## config.mk

```make
export PLATFORM = sky130hd
export DESIGN_NAME = pic_irq_resolver_flat
export DESIGN_NICKNAME = d
export VERILOG_FILES = /design/src/rtl/pic_irq_resolver_if.sv /design/src/rtl/pic_irq_resolver.sv /design/src/flat_wrapper.sv
export SDC_FILE = /design/constraint.sdc
export NUM_CORES = 1
export LEC_CHECK = 0
export BUFFER_PORTS_ARGS = -buffer_cell sky130_fd_sc_hd__buf_4
export CAP_MARGIN = 20
export CELL_PAD_IN_SITES_DETAIL_PLACEMENT = 2
export CELL_PAD_IN_SITES_GLOBAL_PLACEMENT = 2
export CORE_ASPECT_RATIO = 0.9
export CORE_MARGIN = 2
export CORE_UTILIZATION = 32
export CTS_CLUSTER_SIZE = 25
export DETAILED_ROUTE_END_ITERATION = 16
export HOLD_SLACK_MARGIN = 0.15
export PLACE_DENSITY_LB_ADDON = 0.3
export SYNTH_ARGS = -nofsm -noshare
export SYNTH_HDL_FRONTEND = slang
export SYNTH_SLANG_ARGS = --single-unit
```

## constraint.sdc

```tcl
create_clock -name clk -period 4.25 [get_ports clk]
set_clock_uncertainty 0.15 [all_clocks]
set_input_delay 0.2125 -clock clk [delete_from_list [all_inputs] [get_ports clk]]
set_output_delay 0.2125 -clock clk [all_outputs]
set_load 0.01 [all_outputs]
```

## src/rtl/pic_irq_resolver_if.sv

```systemverilog
// Bus between the PIC control logic (master) and the interrupt core (slave):
// raw requests, configuration, INTA/EOI strobes and the resolver results.
interface pic_irq_if #(
    parameter int NUM_IRQ = 8,
    parameter int IDX_W   = $clog2(NUM_IRQ)
);
    logic [NUM_IRQ-1:0] ir;
    logic               level_mode;
    logic [NUM_IRQ-1:0] mask;
    logic               rotate_mode;
    logic               inta;
    logic               eoi;
    logic               eoi_specific;
    logic [IDX_W-1:0]   eoi_idx;
    logic               int_out;
    logic [IDX_W-1:0]   vector_idx;
    logic               vector_valid;
    logic [NUM_IRQ-1:0] irr;
    logic [NUM_IRQ-1:0] isr;

    modport master (
        output ir, level_mode, mask, rotate_mode, inta, eoi, eoi_specific, eoi_idx,
        input  int_out, vector_idx, vector_valid, irr, isr
    );

    modport slave (
        input  ir, level_mode, mask, rotate_mode, inta, eoi, eoi_specific, eoi_idx,
        output int_out, vector_idx, vector_valid, irr, isr
    );
endinterface

```

## src/rtl/pic_irq_resolver.sv

```systemverilog
// PIC interrupt core: edge/level request capture, IRR/ISR/mask handling,
// fully-nested or rotating priority, two-pulse INTA sequence and EOI.
// Optional feature macro: PIC_AEOI_EN (automatic EOI when entering ACK2).
module pic_irq_resolver #(
    parameter int NUM_IRQ = 8,
    parameter int IDX_W   = $clog2(NUM_IRQ)
) (
    input  logic     clk,
    input  logic     reset,
    pic_irq_if.slave bus
);

    typedef enum logic [1:0] {
        IDLE = 2'd0,
        ACK1 = 2'd1,
        ACK2 = 2'd2
    } state_t;

    typedef struct packed {
        logic             found;
        logic [IDX_W-1:0] idx;
        logic [IDX_W-1:0] rank;
    } pick_t;

    state_t             state;
    logic [NUM_IRQ-1:0] prev_ir;
    logic [NUM_IRQ-1:0] irr_q;
    logic [NUM_IRQ-1:0] isr_q;
    logic [IDX_W-1:0]   low_prio;
    logic [IDX_W-1:0]   vector_q;
    logic               vector_valid_q;
    logic               int_q;

    logic [NUM_IRQ-1:0] irr_n;
    logic [NUM_IRQ-1:0] isr_n;
    logic [IDX_W-1:0]   low_n;
    logic [NUM_IRQ-1:0] ack_clr;
    logic               ack_take;
    logic               aeoi_fire;
    logic               int_n;
    pick_t              win;
    pick_t              top;

    // Highest-priority set bit of vec, scanning from low+1 with modulo wrap;
    // rank is the rotated distance (0 = highest priority).
    function automatic pick_t pick_top(input logic [NUM_IRQ-1:0] vec,
                                       input logic [IDX_W-1:0]   low);
        pick_t            p;
        int unsigned      s;
        logic [IDX_W-1:0] c;
        p = '0;
        for (int unsigned d = 0; d < NUM_IRQ; d++) begin
            s = int'(low) + 1 + d;
            if (s >= NUM_IRQ) s = s - NUM_IRQ;
            c = IDX_W'(s);
            if (!p.found && vec[c]) begin
                p.found = 1'b1;
                p.idx   = c;
                p.rank  = IDX_W'(d);
            end
        end
        return p;
    endfunction

    assign win      = pick_top(irr_q & ~bus.mask, low_prio);
    assign top      = pick_top(isr_q, low_prio);
    assign ack_take = (state == IDLE) && bus.inta;

`ifdef PIC_AEOI_EN
    logic ack_real;
    // Auto-EOI only for a real acknowledge; a spurious INTA owns no ISR bit.
    assign aeoi_fire = (state == ACK1) && bus.inta && ack_real;
`else
    assign aeoi_fire = 1'b0;
`endif

    // Next IRR/ISR/priority: clears are applied first so that the ACK1 set wins.
    always_comb begin
        ack_clr = '0;
        if (ack_take && win.found) ack_clr[win.idx] = 1'b1;

        if (bus.level_mode)
            irr_n = bus.ir & ~ack_clr;
        else
            irr_n = bus.ir & (irr_q | ~prev_ir) & ~ack_clr;

        isr_n = isr_q;
        low_n = low_prio;
        if (aeoi_fire) begin
            isr_n[vector_q] = 1'b0;
            if (bus.rotate_mode) low_n = vector_q;
        end
        if (bus.eoi) begin
            if (bus.eoi_specific) begin
                if (int'(bus.eoi_idx) < NUM_IRQ) isr_n[bus.eoi_idx] = 1'b0;
            end else if (top.found) begin
                isr_n[top.idx] = 1'b0;
                if (bus.rotate_mode) low_n = top.idx;
            end
        end
        isr_n = isr_n | ack_clr;

        int_n = win.found && ((isr_q == '0) || (win.rank < top.rank));
    end

    // Register state, FSM and all outputs.
    always_ff @(posedge clk) begin
        if (reset) begin
            state          <= IDLE;
            prev_ir        <= '0;
            irr_q          <= '0;
            isr_q          <= '0;
            low_prio       <= IDX_W'(NUM_IRQ - 1);
            vector_q       <= '0;
            vector_valid_q <= 1'b0;
            int_q          <= 1'b0;
`ifdef PIC_AEOI_EN
            ack_real       <= 1'b0;
`endif
        end else begin
            prev_ir  <= bus.ir;
            irr_q    <= irr_n;
            isr_q    <= isr_n;
            low_prio <= low_n;
            int_q    <= int_n;
            case (state)
                IDLE: begin
                    if (bus.inta) begin
                        state          <= ACK1;
                        vector_valid_q <= 1'b1;
                        vector_q       <= win.found ? win.idx : IDX_W'(NUM_IRQ - 1);
`ifdef PIC_AEOI_EN
                        ack_real       <= win.found;
`endif
                    end
                end
                ACK1: begin
                    if (bus.inta) state <= ACK2;
                end
                ACK2: begin
                    state          <= IDLE;
                    vector_valid_q <= 1'b0;
                end
                default: begin
                    state          <= IDLE;
                    vector_valid_q <= 1'b0;
                end
            endcase
        end
    end

    assign bus.int_out      = int_q;
    assign bus.vector_idx   = vector_q;
    assign bus.vector_valid = vector_valid_q;
    assign bus.irr          = irr_q;
    assign bus.isr          = isr_q;

endmodule

```

## src/flat_wrapper.sv

```systemverilog
// flat-port wrapper written by rule: the top's interface ports become plain ports
module pic_irq_resolver_flat 
#(
    parameter int NUM_IRQ = 8,
    parameter int IDX_W   = $clog2(NUM_IRQ)
)
  (clk, reset, bus_ir, bus_level_mode, bus_mask, bus_rotate_mode, bus_inta, bus_eoi, bus_eoi_specific, bus_eoi_idx, bus_int_out, bus_vector_idx, bus_vector_valid, bus_irr, bus_isr);
  pic_irq_if #(.NUM_IRQ(NUM_IRQ), .IDX_W(IDX_W)) bus_i ();
  input  logic clk;
  input  logic reset;
  input wire logic [$bits(bus_i.ir)-1:0] bus_ir;
  input wire logic [$bits(bus_i.level_mode)-1:0] bus_level_mode;
  input wire logic [$bits(bus_i.mask)-1:0] bus_mask;
  input wire logic [$bits(bus_i.rotate_mode)-1:0] bus_rotate_mode;
  input wire logic [$bits(bus_i.inta)-1:0] bus_inta;
  input wire logic [$bits(bus_i.eoi)-1:0] bus_eoi;
  input wire logic [$bits(bus_i.eoi_specific)-1:0] bus_eoi_specific;
  input wire logic [$bits(bus_i.eoi_idx)-1:0] bus_eoi_idx;
  output wire logic [$bits(bus_i.int_out)-1:0] bus_int_out;
  output wire logic [$bits(bus_i.vector_idx)-1:0] bus_vector_idx;
  output wire logic [$bits(bus_i.vector_valid)-1:0] bus_vector_valid;
  output wire logic [$bits(bus_i.irr)-1:0] bus_irr;
  output wire logic [$bits(bus_i.isr)-1:0] bus_isr;
  assign bus_i.ir = bus_ir;
  assign bus_i.level_mode = bus_level_mode;
  assign bus_i.mask = bus_mask;
  assign bus_i.rotate_mode = bus_rotate_mode;
  assign bus_i.inta = bus_inta;
  assign bus_i.eoi = bus_eoi;
  assign bus_i.eoi_specific = bus_eoi_specific;
  assign bus_i.eoi_idx = bus_eoi_idx;
  assign bus_int_out = bus_i.int_out;
  assign bus_vector_idx = bus_i.vector_idx;
  assign bus_vector_valid = bus_i.vector_valid;
  assign bus_irr = bus_i.irr;
  assign bus_isr = bus_i.isr;
  pic_irq_resolver #(.NUM_IRQ(NUM_IRQ), .IDX_W(IDX_W)) u_core (.clk(clk), .reset(reset), .bus(bus_i));
endmodule
```

; ---- After elaboration in Yosys (flattened, before gate mapping)
; Index checks and enable logic that the tools add are counted.
[op_classes]
n_addsub = 16
magnitude_cmp = 23
eq_ne = 3
mux = 73
bitwise_logic = 15
n_reduce_logical = 41
[ops]
columns = operator, count
row1 = 32-bit by 4-bit >= comparator with 1-bit output (second input constant), 7
row2 = 7-bit 2-to-1 mux, 16
row3 = 8-bit bitwise AND, 6
row4 = 1-bit binary-select mux with 3-bit select, 16
row5 = 3-bit by 4-bit < comparator with 1-bit output (second input constant), 11
row6 = 8-bit 2-to-1 mux, 5
row7 = 8-bit NOT, 5
row8 = 3-bit 2-to-1 mux, 9
row9 = 3-bit by 1-bit subtractor with 3-bit output (second input constant), 8
row10 = 4-bit by 3-bit adder with 5-bit output (second input constant), 4
row11 = 1-bit logical AND, 20
row12 = 1-bit 2-to-1 mux, 20
row13 = 8-bit OR, 2
row14 = 1-bit zero test, 14
row15 = 4-bit by 2-bit adder with 5-bit output (second input constant), 2
row16 = 1-bit demux with 3-bit select, 3
row17 = 3-bit by 1-bit >= comparator with 1-bit output (second input constant), 3
row18 = 8-bit zero test, 1
row19 = 2-bit AND reduction, 3
row20 = 4-bit by 1-bit adder with 5-bit output (second input constant), 1
row21 = 3-bit by 1-bit adder with 4-bit output (second input constant), 1
row22 = 4-bit >= comparator (second input constant), 1
row23 = 2-bit 2-to-1 mux, 2
row24 = 2-bit inequality test (second input constant), 2
row25 = 8 further kinds, 9
[word_totals]
register_bits = 34
inputBits = 26
word_cells = 179

; ---- Logic depth before layout (Yosys ltp)
; Gate-level depths: netlist of run 1.
[logic_depth]
ltp_word = 37
depth_mapped = 18
depth_no_buf = 12

; ---- Worst setup path before layout of run 1
; No wires, ideal clock.
[synth_timing]
path_kind = flip-flop to flip-flop
startpoint = reg u_core.low_prio[0]
endpoint = reg u_core.isr_q[5], in the netlist u_core.bus.isr[5]
setup_time_ns = 0.120
arrival_ns = 4.056
required_time_ns = 3.980
setup_slack_ns = -0.076
path_stages_with_launch = 16
cell_sequence = dfxtp_1 -> buf_6 -> inv_2 -> buf_2 -> buf_1 -> ha_1 -> buf_6 -> and4b_1 -> o41ai_2 -> o21ai_1 -> or4_4 -> a2111oi_4 -> nor4b_1 -> and2b_4 -> nor3b_2 -> o31a_1
[synth_via]
elab_chain_len = 37
word_cells_on_any_way = 126
cone_classes = add/sub: 16 / order compare: 12 / mux: 64 / bitwise: 3 / reduce/logical: 31
[synth_rtl]
columns = element, line
row1 = from (decl), pic_irq_resolver.sv:29  ; logic [IDX_W-1:0] low_prio;
row2 = from (signal assigned), pic_irq_resolver.sv:113  ; low_prio <= IDX_W'(NUM_IRQ - 1);
row3 = from (signal assigned), pic_irq_resolver.sv:124  ; low_prio <= low_n;
row4 = 3-bit by 1-bit adder with 4-bit output (*), pic_irq_resolver.sv:53  ; s = int'(low) + 1 + d;
row5 = "parallel branches: the longest is 35 deep, another holds 32-bit by 4-bit >= comparator with 1-bit output", -
row6 = 8-bit OR (*), pic_irq_resolver.sv:101  ; isr_n = isr_n | ack_clr;
row7 = to (signal assigned), pic_irq_resolver.sv:123  ; isr_q <= isr_n;
row8 = to (decl), pic_irq_resolver.sv:28  ; logic [NUM_IRQ-1:0] isr_q;
; Every way passes the cells marked *. The select of a mux whose other input is x is not followed.
; A chain may end at the register's enable or synchronous reset.

; ---- Worst setup path after layout of run 1
[layout_timing]
startpoint = reg u_core.low_prio[0]
endpoint = reg u_core.irr_q[5], in the netlist u_core.bus.irr[5]
[layout_via]
elab_chain_len = 35
word_cells_on_any_way = 81
cone_classes = add/sub: 16 / order compare: 10 / mux: 36 / bitwise: 3 / reduce/logical: 16
[layout_rtl]
columns = element, line
row1 = 3-bit by 1-bit adder with 4-bit output (*), pic_irq_resolver.sv:53
row2 = "parallel branches: the longest is 25 deep, another holds 32-bit by 4-bit >= comparator with 1-bit output", -
row3 = 7-bit 2-to-1 mux (*), pic_irq_resolver.sv:56  ; if (!p.found && vec[c]) begin
row4 = 3-bit by 4-bit < comparator with 1-bit output (implied by the code) / 3-bit by 1-bit >= comparator with 1-bit output (equally long branches), pic_irq_resolver.sv:80  ; if (ack_take && win.found) ack_clr[win.idx] = 1'b1;
row5 = 1-bit logical AND (implied by the code), pic_irq_resolver.sv:80
row6 = 1-bit 2-to-1 mux (implied by the code), pic_irq_resolver.sv:80
row7 = 1-bit demux with 3-bit select, -
row8 = 8-bit 2-to-1 mux (*), pic_irq_resolver.sv:80
row9 = 8-bit NOT (*), "pic_irq_resolver.sv:83, pic_irq_resolver.sv:85"
row10 = "8-bit bitwise AND, on equally long branches", "pic_irq_resolver.sv:85, pic_irq_resolver.sv:83"
row11 = 8-bit 2-to-1 mux (*), pic_irq_resolver.sv:82  ; if (bus.level_mode)
row12 = to (signal assigned), pic_irq_resolver.sv:122  ; irr_q <= irr_n;
row13 = to (decl), pic_irq_resolver.sv:27  ; logic [NUM_IRQ-1:0] irr_q;
; Marked as above.

==> flow_summary.toml, run 1 <==
[outcome]
status = "complete, no violations"

[clocking]
ctsHtreeMaxLevel = 2
cts_root_buf = "clkbuf_16"
cts_tree = "done"
clock_sinks = 34
tritoncts.num_buffers = 5
clk_pin_slew_worst_paths_ns = 0.06
worstSkewPairLatency_ns = 0.29
ctsLongestPathBuffers = 2

[synth]
seq_area_frac_synth_pct = 19.4
synth.cell_area_um2 = 3500
synthesis_warnings = 0
synth_cell_type_count = 83
synth.area.top_cells = "dfxtp_1, mux4_2, mux2i_1"
synth_fp_nets = 427
synthesis.area_per_instance_um2 = 8.82
postSynth.topFlopCell = "dfxtp_1"
yosys_register_bits = 34
synth_edf_count = 0
asyncSetResetFlopFracSynth_pct = 0
yosys.area.top_type = "dfxtp_1"
postSynthCellCount = 397
post-synth-top-area-fraction_pct = 19.4

[worst_setup_path]
r2r_path_end = "u_core.bus.irr[5]"
critical-path-max-stage-delay_ns = 0.48
timing.critical_path.from_type = "register"
critical_path.endpoint_type = "register"
worst-endpoint-required_ns = 4.26
cp_num_buf_inv = 3
worst_path_max_delay_cell = "or3_1"
worst_r2r_startpoint = "u_core.low_prio[0]"
critPathMaxFanout = 9
path_cells = "inv_2, ha_1, buf_4, and4b_1, nor4_2, o21ai_1, buf_4, nor4_2, nand2_2, or3_1, and2_1, nor3b_2, nor3b_1"
arrival_time_of_the_worst_setup_path_ns = 4.17
ff2ff_setup_slack_ns = 0.09
critical_path_class = "reg -> reg"
reg2regPathDepth = 13
critical-path-top-delay-family = "simple AND/OR/NAND/NOR gates"

[hold_path]
min_delay_path_depth = 3
timing.hold.worst.class = "in -> reg"
worst_hold_startpoint = "bus_eoi_idx[2]"
hold_end = "u_core.bus.isr[1]"

[finish]
fill_cells = 1216
antenna_diodes = 0
drive_gt1_share_pct = 27.4
syn_to_final_growth_pct = 23.5
count_of_nets_after_finishing = 489
postLayoutCoreUtil_pct = 40.2

[global_routing]
grt_remaining_overflow = 0
groute.usage.overall_pct = 24.9
use_met1_pct = 33.2
antenna_found_initial = 0
global_route.usage.met3_pct = 2.86
vias_in_the_first_global_route = 3863
global_route_hottest_layer = "met2"
met2_usage_in_global_routing_pct = 43.3
grt_first_pass_wirelength_mm = 22.4
largest_net_degree_at_the_start_of_global_routing = 31

[route]
vias_per_cell = 6.01
antenna_violating_nets_post_route = 0
detailedRoute.firstPassIterationCount = 4
drc = 0
wl_per_cell_um = 24.0
routed_wl_mm = 14.2
detailroute.via_count = 3565
number_of_violations_reported_at_the_end_of_detailed_routing_iteration_0 = 191

[floorplan]
core_region_area_um2 = 10800
chipHeight_um = 103
dieWidth_um = 114
fp-row-count = 36
floorplan.io_pins = 47
floorplan.initialDensity_pct = 32.5
die_area_um2 = 11800

[sta]
final_min_period_over_clock_period_pct = 97.9
max_slew_margin_pct = 56.8
finalHoldViolCount = 0
hold_ws_ns = 0.171
finalWorstPathRequiredPeriod_ns = 4.16
post-route-worst-setup-slack_ns = 0.0885
setup_repair_after_global_routing_missed_its_margin = "yes"
setup-violations-final = 0
timing.fmax_ghz = 0.240
final_report_max_slew_violation_count = 0
max_slew.worst_pin.slew_ns = 0.647

[placed_design]
numPortBuffers = 46
pre_cts_ws_ns = 0.161
hpwl_mm = 10.4
gp_congestion = 0.906

[job]
max_cap_viol_count = 0
## synthesized netlist by cell type, types with 3 or more instances
library cell  count
buf_2             4
a32oi_1           3
inv_2             3
o22ai_1           4
dfxtp_1          34
nor4_1            3
o221ai_1          5
and2_1            5
a21boi_0          3
o21ai_1           3
clkbuf_1         11
o31ai_1           3
buf_6             4
mux2i_2           3
mux2_2            6
nor2_1           36
nand3_1           8
nor3b_1           6
a21oi_1          15
o211ai_1          6
nor2b_1          12
o31a_1            3
a211oi_1          3
nor4bb_1          4
nor3_1            7
buf_1             3
nand2_1          35
mux4_2           20
ha_1              4
nand2b_1         20
a31oi_1           9
o21ai_0          19
a22oi_1           3
inv_1             9
mux2i_1          15
## final cells by class
cell class | count | area (um2) | share of cell area, %
clock buffer | 5 | 125 | 2.89
clock inverter | 3 | 21.3 | 0.492
inverter | 12 | 45.0 | 1.04
multi-input combinational | 326 | 2640 | 61.1
sequential | 34 | 681 | 15.7
tap | 133 | 166 | 3.85
timing repair buffer | 80 | 643 | 14.9
## worst max-delay path by stage
| stage | from | endpoint | slack, ns | cells past startpoint |
|---|---|---|---|---|
| 3_5_place_dp | u_core.low_prio[0] | u_core.bus.isr[5] | 0.16 | 12 |
| 4_1_cts | u_core.low_prio[0] | u_core.bus.isr[5] | 0.12 | 12 |
| 6_report | u_core.low_prio[0] | u_core.bus.irr[5] | 0.09 | 13 |
| 2_1_floorplan | u_core.low_prio[0] | u_core.bus.isr[5] | 0.03 | 15 |
| 5_1_grt | u_core.low_prio[0] | u_core.bus.irr[5] | -0.05 | 13 |
| 3_3_place_gp | u_core.low_prio[0] | u_core.bus.isr[5] | 0.23 | 12 |
## logic make-up after synthesis
logic type / Yosys count / share of synthesized area, %
and+or+nand+nor: 159 / 25.2
DFF: 34 / 19.4
AOI/OAI and AO/OA: 108 / 22.3
adders and majority gates: 4 / 1.43
xor gates and xnor gates: 8 / 3.86
buffers and inverters: 37 / 5.43
muxes: 47 / 22.4
## sequential cells by signal (all words and copies together), names as in the netlist
signal,count
u_core.bus.int_out,1
u_core.bus.irr,8
u_core.bus.isr,8
u_core.bus.vector_idx,3
u_core.bus.vector_valid,1
u_core.low_prio,3
u_core.prev_ir,8
u_core.state,2
## through the flow
stage          instance area [um2]  instances  setup TNS [ns]
2_1_floorplan                 3500        397               0
3_3_place_gp                  4050        573               0
3_5_place_dp                  4050        573               0
4_1_cts                       4310        593               0
5_1_grt                       4330        593          -0.203
6_report                      4330        593               0
## per-layer routing
layer  part of all wire, %  wire, um  vias to the layer above
li1                      -         -                     1645
met1                    45      6430                     1807
met2                    48      6900                       94
met3                   4.6       654                       19
met4                   1.7       245                        0
met5                     0         0                        -
## worst register-to-register path, cell delays in order, from the launching register on
cell     delay, ns
dfxtp_1       0.38
inv_2         0.06
ha_1          0.42
buf_4         0.23
and4b_1       0.22
nor4_2        0.39
o21ai_1       0.14
buf_4         0.19
nor4_2        0.42
nand2_2       0.15
or3_1         0.48
and2_1        0.32
nor3b_2       0.37
nor3b_1       0.12
## placed cells by master (no fill, tap or decap), types with 4 or more instances in the layout
master and instances:
nor4bb_1 4, nor2b_1 12, nand2_1 35, nor3_1 7
o21ai_1 4, a21oi_1 15, mux4_2 20, nor2_1 36
ha_1 4, o221ai_1 5, dlygate4sd3_1 12, dfxtp_1 34
clkbuf_16 5, a31oi_1 9, mux2i_1 15, nand3_1 8
and2_1 5, mux2_2 6, inv_1 9, o22ai_1 4
o21ai_0 18, nand2b_1 20, nor3b_1 6, buf_4 67
o211ai_1 6
## timing repair
item | 4_1_cts | 5_1_grt
hold buffers | 12 | 0
buffers inserted | 0 | 0
setup endpoints to repair | 0 | 9
gates resized for setup | 0 | 3
endpoints found under the hold margin | 17 | 0
Power of run 1 is left out: the tool's default activity adds up to more than one toggle a clock period on the data nets, which glitch-free logic cannot reach.
==> run 2: changes to the inputs <==
- SETUP_SLACK_MARGIN: default -> 0.4
==> flow_summary.toml, run 2 (synthesis gave the netlist of run 1 again) <==
[route]
number_of_violations_reported_at_the_end_of_detailed_routing_iteration_0 = 270
routed_wl_mm = 15.5
wl_per_cell_um = 25.9
detailroute.via_count = 3734
drc = 0
vias_per_cell = 6.25
antenna_violating_nets_post_route = 0
detailedRoute.firstPassIterationCount = 5

[finish]
syn_to_final_growth_pct = 29.4
final_cell_mix = "buf_4, nor2_1, nand2_1"
antenna_diodes = 0
layout.cells.most_common = "buf_4"
drive_gt1_share_pct = 32.1
fill_cells = 1186
count_of_nets_after_finishing = 493

[worst_setup_path]
reg2regPathDepth = 11
worst_path_max_delay_cell = "mux4_2"
critPathMaxFanout = 14
timing.critical_path.from_type = "register"
r2r_path_end = "u_core.bus.irr[4]"
ff2ff_setup_slack_ns = 0.52
path_cells = "inv_4, ha_4, inv_2, mux4_2, mux2i_4, o22ai_1, a211o_1, nor4b_4, and2b_4, or3b_1, and3_1"
worst_r2r_startpoint = "u_core.low_prio[0]"
critPathLaunch = "u_core.low_prio[0]"
arrival_time_of_the_worst_setup_path_ns = 3.76
critical_path_class = "reg -> reg"
critical-path-max-stage-delay_ns = 0.63
worstSetupEndpoint = "u_core.bus.irr[4]"
worst-endpoint-required_ns = 4.28
critical_path.endpoint_type = "register"

[floorplan]
dieWidth_um = 114
chipHeight_um = 103
floorplan.initialDensity_pct = 32.5
die_area_um2 = 11800
fp-row-count = 36
floorplan.io_pins = 47
core_region_area_um2 = 10800

[clocking]
clk_pin_slew_worst_paths_ns = 0.06
worstSkewPairLatency_ns = 0.29
cts_root_buf = "clkbuf_16"
tritoncts.num_buffers = 5
ctsHtreeMaxLevel = 2
clock_sinks = 34
ctsLongestPathBuffers = 2
cts_tree = "done"

[sta]
setup_repair_after_global_routing_missed_its_margin = "no"
timing.fmax_ghz = 0.268
final_report_max_slew_violation_count = 0
max_slew.worst_pin.slew_ns = 0.845
max_slew_margin_pct = 43.5
final_min_period_over_clock_period_pct = 87.7
finalHoldViolCount = 0
setup-violations-final = 0
finalSetupTns_ns = 0
finalWorstPathRequiredPeriod_ns = 3.73

[global_routing]
grt_remaining_overflow = 0
largest_net_degree_at_the_start_of_global_routing = 30
groute.usage.overall_pct = 26.8
grt_first_pass_wirelength_mm = 23.9
antenna_found_initial = 0
vias_in_the_first_global_route = 4053

[hold_path]
timing.hold.worst.class = "in -> reg"

[placed_design]
gp_congestion = 0.868
numPortBuffers = 46
hpwl_mm = 10.5

[outcome]
status = "complete, no violations"

[job]
max_cap_viol_count = 0
## run 2: cell count changes in the layout (fill, tap and decap cells not counted), sizes merged
cell      before  now
clkbuf         5    8
bufinv         0    1
clkinv         2    0
clkinvlp       1    0
buf           68   71
## run 2: worst min path at each step
stage                               start  cells after the start                end
after floorplan                  bus_inta                      2    u_core.state[1]
after global placement    u_core.state[0]                      2    u_core.state[1]
after detailed placement  u_core.state[1]                      1    u_core.state[0]
after CTS                         bus_eoi                      3  u_core.bus.isr[7]
after global routing              bus_eoi                      3  u_core.bus.isr[7]
final                             bus_eoi                      3  u_core.bus.isr[7]
## run 2: final cells by class
class	count	area, um2	share of cell area, %
clock buffers	7	143	3.15
clock inverters	1	30.0	0.663
inverters	12	47.5	1.05
multi-input cells	326	2770	61.1
flip-flops and latches	34	687	15.2
well taps	133	166	3.67
repair buffers	84	691	15.2
## run 2: layer usage
metal | vias to the layer above | global-route usage (%) | wire, um
met4 | 0 | 9.19 | 445
li1 | 1654 | - | -
met1 | 1916 | 35.2 | 6750
met5 | - | 0 | 0
met2 | 140 | 44.8 | 7390
met3 | 24 | 5.19 | 874
## run 2: metrics by stage
stage	cells	hold slack (ns)	cell area, um2	utilization (%)	worst slack [ns]
4_1_cts	592	0.170	4410	41.0	0.477
6_report	597	0.171	4530	42.1	0.523
5_1_grt	597	0.190	4530	42.1	0.384
3_5_place_dp	568	0.330	4040	37.6	0.275
2_1_floorplan	397	0.189	3550	-	0.418
3_3_place_gp	568	0.321	4040	37.6	0.313
## run 2: repair_timing
action | CTS | global route
gates cloned | 0 | 1
setup buffers | 4 | 4
setup endpoints to repair | 7 | 12
hold endpoints to repair | 17 | 0
hold buffers | 12 | 0
pin swaps | 1 | 2
resized for setup | 13 | 11
## run 2: worst max-delay path, delay by kind of cell (launching register included)
kind	cells	cell delay, ns
buffers and inverters	2	0.22
AOI/OAI and AO/OA	2	0.43
muxes	2	0.88
DFF	1	0.39
and+or+nand+nor	4	1.27
adders and majority gates	1	0.28
Power of run 2 is left out for the same reason.
==> run 3: changes to the inputs <==
- CORE_ASPECT_RATIO: 0.9 -> 2
- RECOVER_POWER: default -> 50
==> flow_summary.toml, run 3 (synthesis gave the netlist of run 1 again) <==
[worst_setup_path]
critPathMaxFanout = 10
critical_path_class = "reg -> reg"
worst-endpoint-required_ns = 4.27
timing.critical_path.from_type = "register"
critical_path.endpoint_type = "register"
arrival_time_of_the_worst_setup_path_ns = 3.80

[global_routing]
global_route_hottest_layer = "met2"
use_met1_pct = 25.6
vias_in_the_first_global_route = 4162
met2_usage_in_global_routing_pct = 50.6
grt_remaining_overflow = 0
largest_net_degree_at_the_start_of_global_routing = 23
global_route.usage.met3_pct = 1.37
antenna_found_initial = 0
groute.usage.overall_pct = 26.0
grt_first_pass_wirelength_mm = 23.6

[sta]
setup-violations-final = 0
finalSetupTns_ns = 0
timing.fmax_ghz = 0.265
max_slew.worst_pin.slew_ns = 1.02
finalWorstPathRequiredPeriod_ns = 3.77
finalHoldViolCount = 0
final_report_max_slew_violation_count = 0
final_min_period_over_clock_period_pct = 88.8
max_slew_margin_pct = 32.3
setup_repair_after_global_routing_missed_its_margin = "no"

[finish]
final_cell_mix = "buf_4, nand2_1, nor2_1"
layout.cells.most_common = "buf_4"
count_of_nets_after_finishing = 501
fill_cells = 1225
antenna_diodes = 0
drive_gt1_share_pct = 28.4
syn_to_final_growth_pct = 28.2

[clocking]
worstSkewPairLatency_ns = 0.28
tritoncts.num_buffers = 5
clock_sinks = 34
ctsLongestPathBuffers = 2
clk_pin_slew_worst_paths_ns = 0.05
ctsHtreeMaxLevel = 2
cts_tree = "done"
cts_root_buf = "clkbuf_16"

[hold_path]
timing.hold.worst.class = "in -> reg"

[placed_design]
gp_congestion = 0.910
numPortBuffers = 46
hpwl_mm = 11.4

[floorplan]
floorplan.io_pins = 47
floorplan.initialDensity_pct = 32.4
die_area_um2 = 11800
core_region_area_um2 = 10800
chipHeight_um = 152
fp-row-count = 54
dieWidth_um = 78.0

[outcome]
status = "complete, no violations"

[job]
max_cap_viol_count = 0

[route]
detailroute.via_count = 3721
antenna_violating_nets_post_route = 0
drc = 0
number_of_violations_reported_at_the_end_of_detailed_routing_iteration_0 = 158
wl_per_cell_um = 25.1
routed_wl_mm = 15.3
vias_per_cell = 6.08
detailedRoute.firstPassIterationCount = 4
run 3: changes by cell type in the layout (fill, tap and decap cells not counted), sizes merged:
cell / previous run / this run
bufinv: 1 / 0
buf: 71 / 62
clkbuf: 8 / 26
run 3: layout make-up:
class	instances	area, um2	area share [%]
sequential	34	686	15.3
multi-input combinational	326	2750	61.2
timing repair buffer	92	673	15.0
inverter	12	50.0	1.11
clock buffer	8	158	3.51
tap	140	175	3.90
run 3: per-layer routing:
layer | vias to the layer above | part of all wire [%]
li1 | 1673 | -
met1 | 1889 | 34
met2 | 110 | 58
met3 | 49 | 1.9
met4 | 0 | 5.7
met5 | - | 0
run 3: through the flow:
| stage | hold slack (ns) | util [%] | area (um2) | cells | setup WS (ns) |
|---|---|---|---|---|---|
| 5_1_grt | 0.183 | 41.5 | 4490 | 612 | 0.394 |
| 2_1_floorplan | 0.189 | - | 3550 | 397 | 0.418 |
| 4_1_cts | 0.180 | 40.6 | 4390 | 601 | 0.443 |
| 3_3_place_gp | 0.320 | 37.5 | 4060 | 576 | 0.188 |
| 6_report | 0.176 | 41.5 | 4490 | 612 | 0.476 |
| 3_5_place_dp | 0.337 | 37.5 | 4060 | 576 | 0.0822 |
run 3: final timing paths:
kind                                  end  cells after the start               start  slack (ns)
hold reg to reg   u_core.bus.vector_valid                      1     u_core.state[1]        0.35
hold / removal          u_core.bus.isr[7]                      3             bus_eoi        0.18
setup / recovery        u_core.bus.irr[4]                     14  u_core.low_prio[0]        0.48
setup reg to reg        u_core.bus.irr[4]                     14  u_core.low_prio[0]        0.48
run 3: repair_timing:
item / 4_1_cts / 5_1_grt
setup buffers: 5 / 11
hold endpoints to repair: 16 / 0
pin swaps: 2 / 5
gates resized for setup: 7 / 18
hold buffers: 12 / 0
setup endpoints to repair: 13 / 9
run 3: critical path, cell delays in order, from the launching register on:
cell     delay [ns]
dfxtp_4        0.39
inv_4          0.05
ha_4           0.34
buf_6          0.17
buf_6          0.18
and4b_1        0.26
nor4_4         0.06
buf_4          0.17
o21a_2         0.25
mux2i_1        0.13
a211o_1        0.33
nor4b_4        0.37
and2b_4        0.25
or3b_1         0.38
and3_1         0.16
Power of run 3 is left out for the same reason.
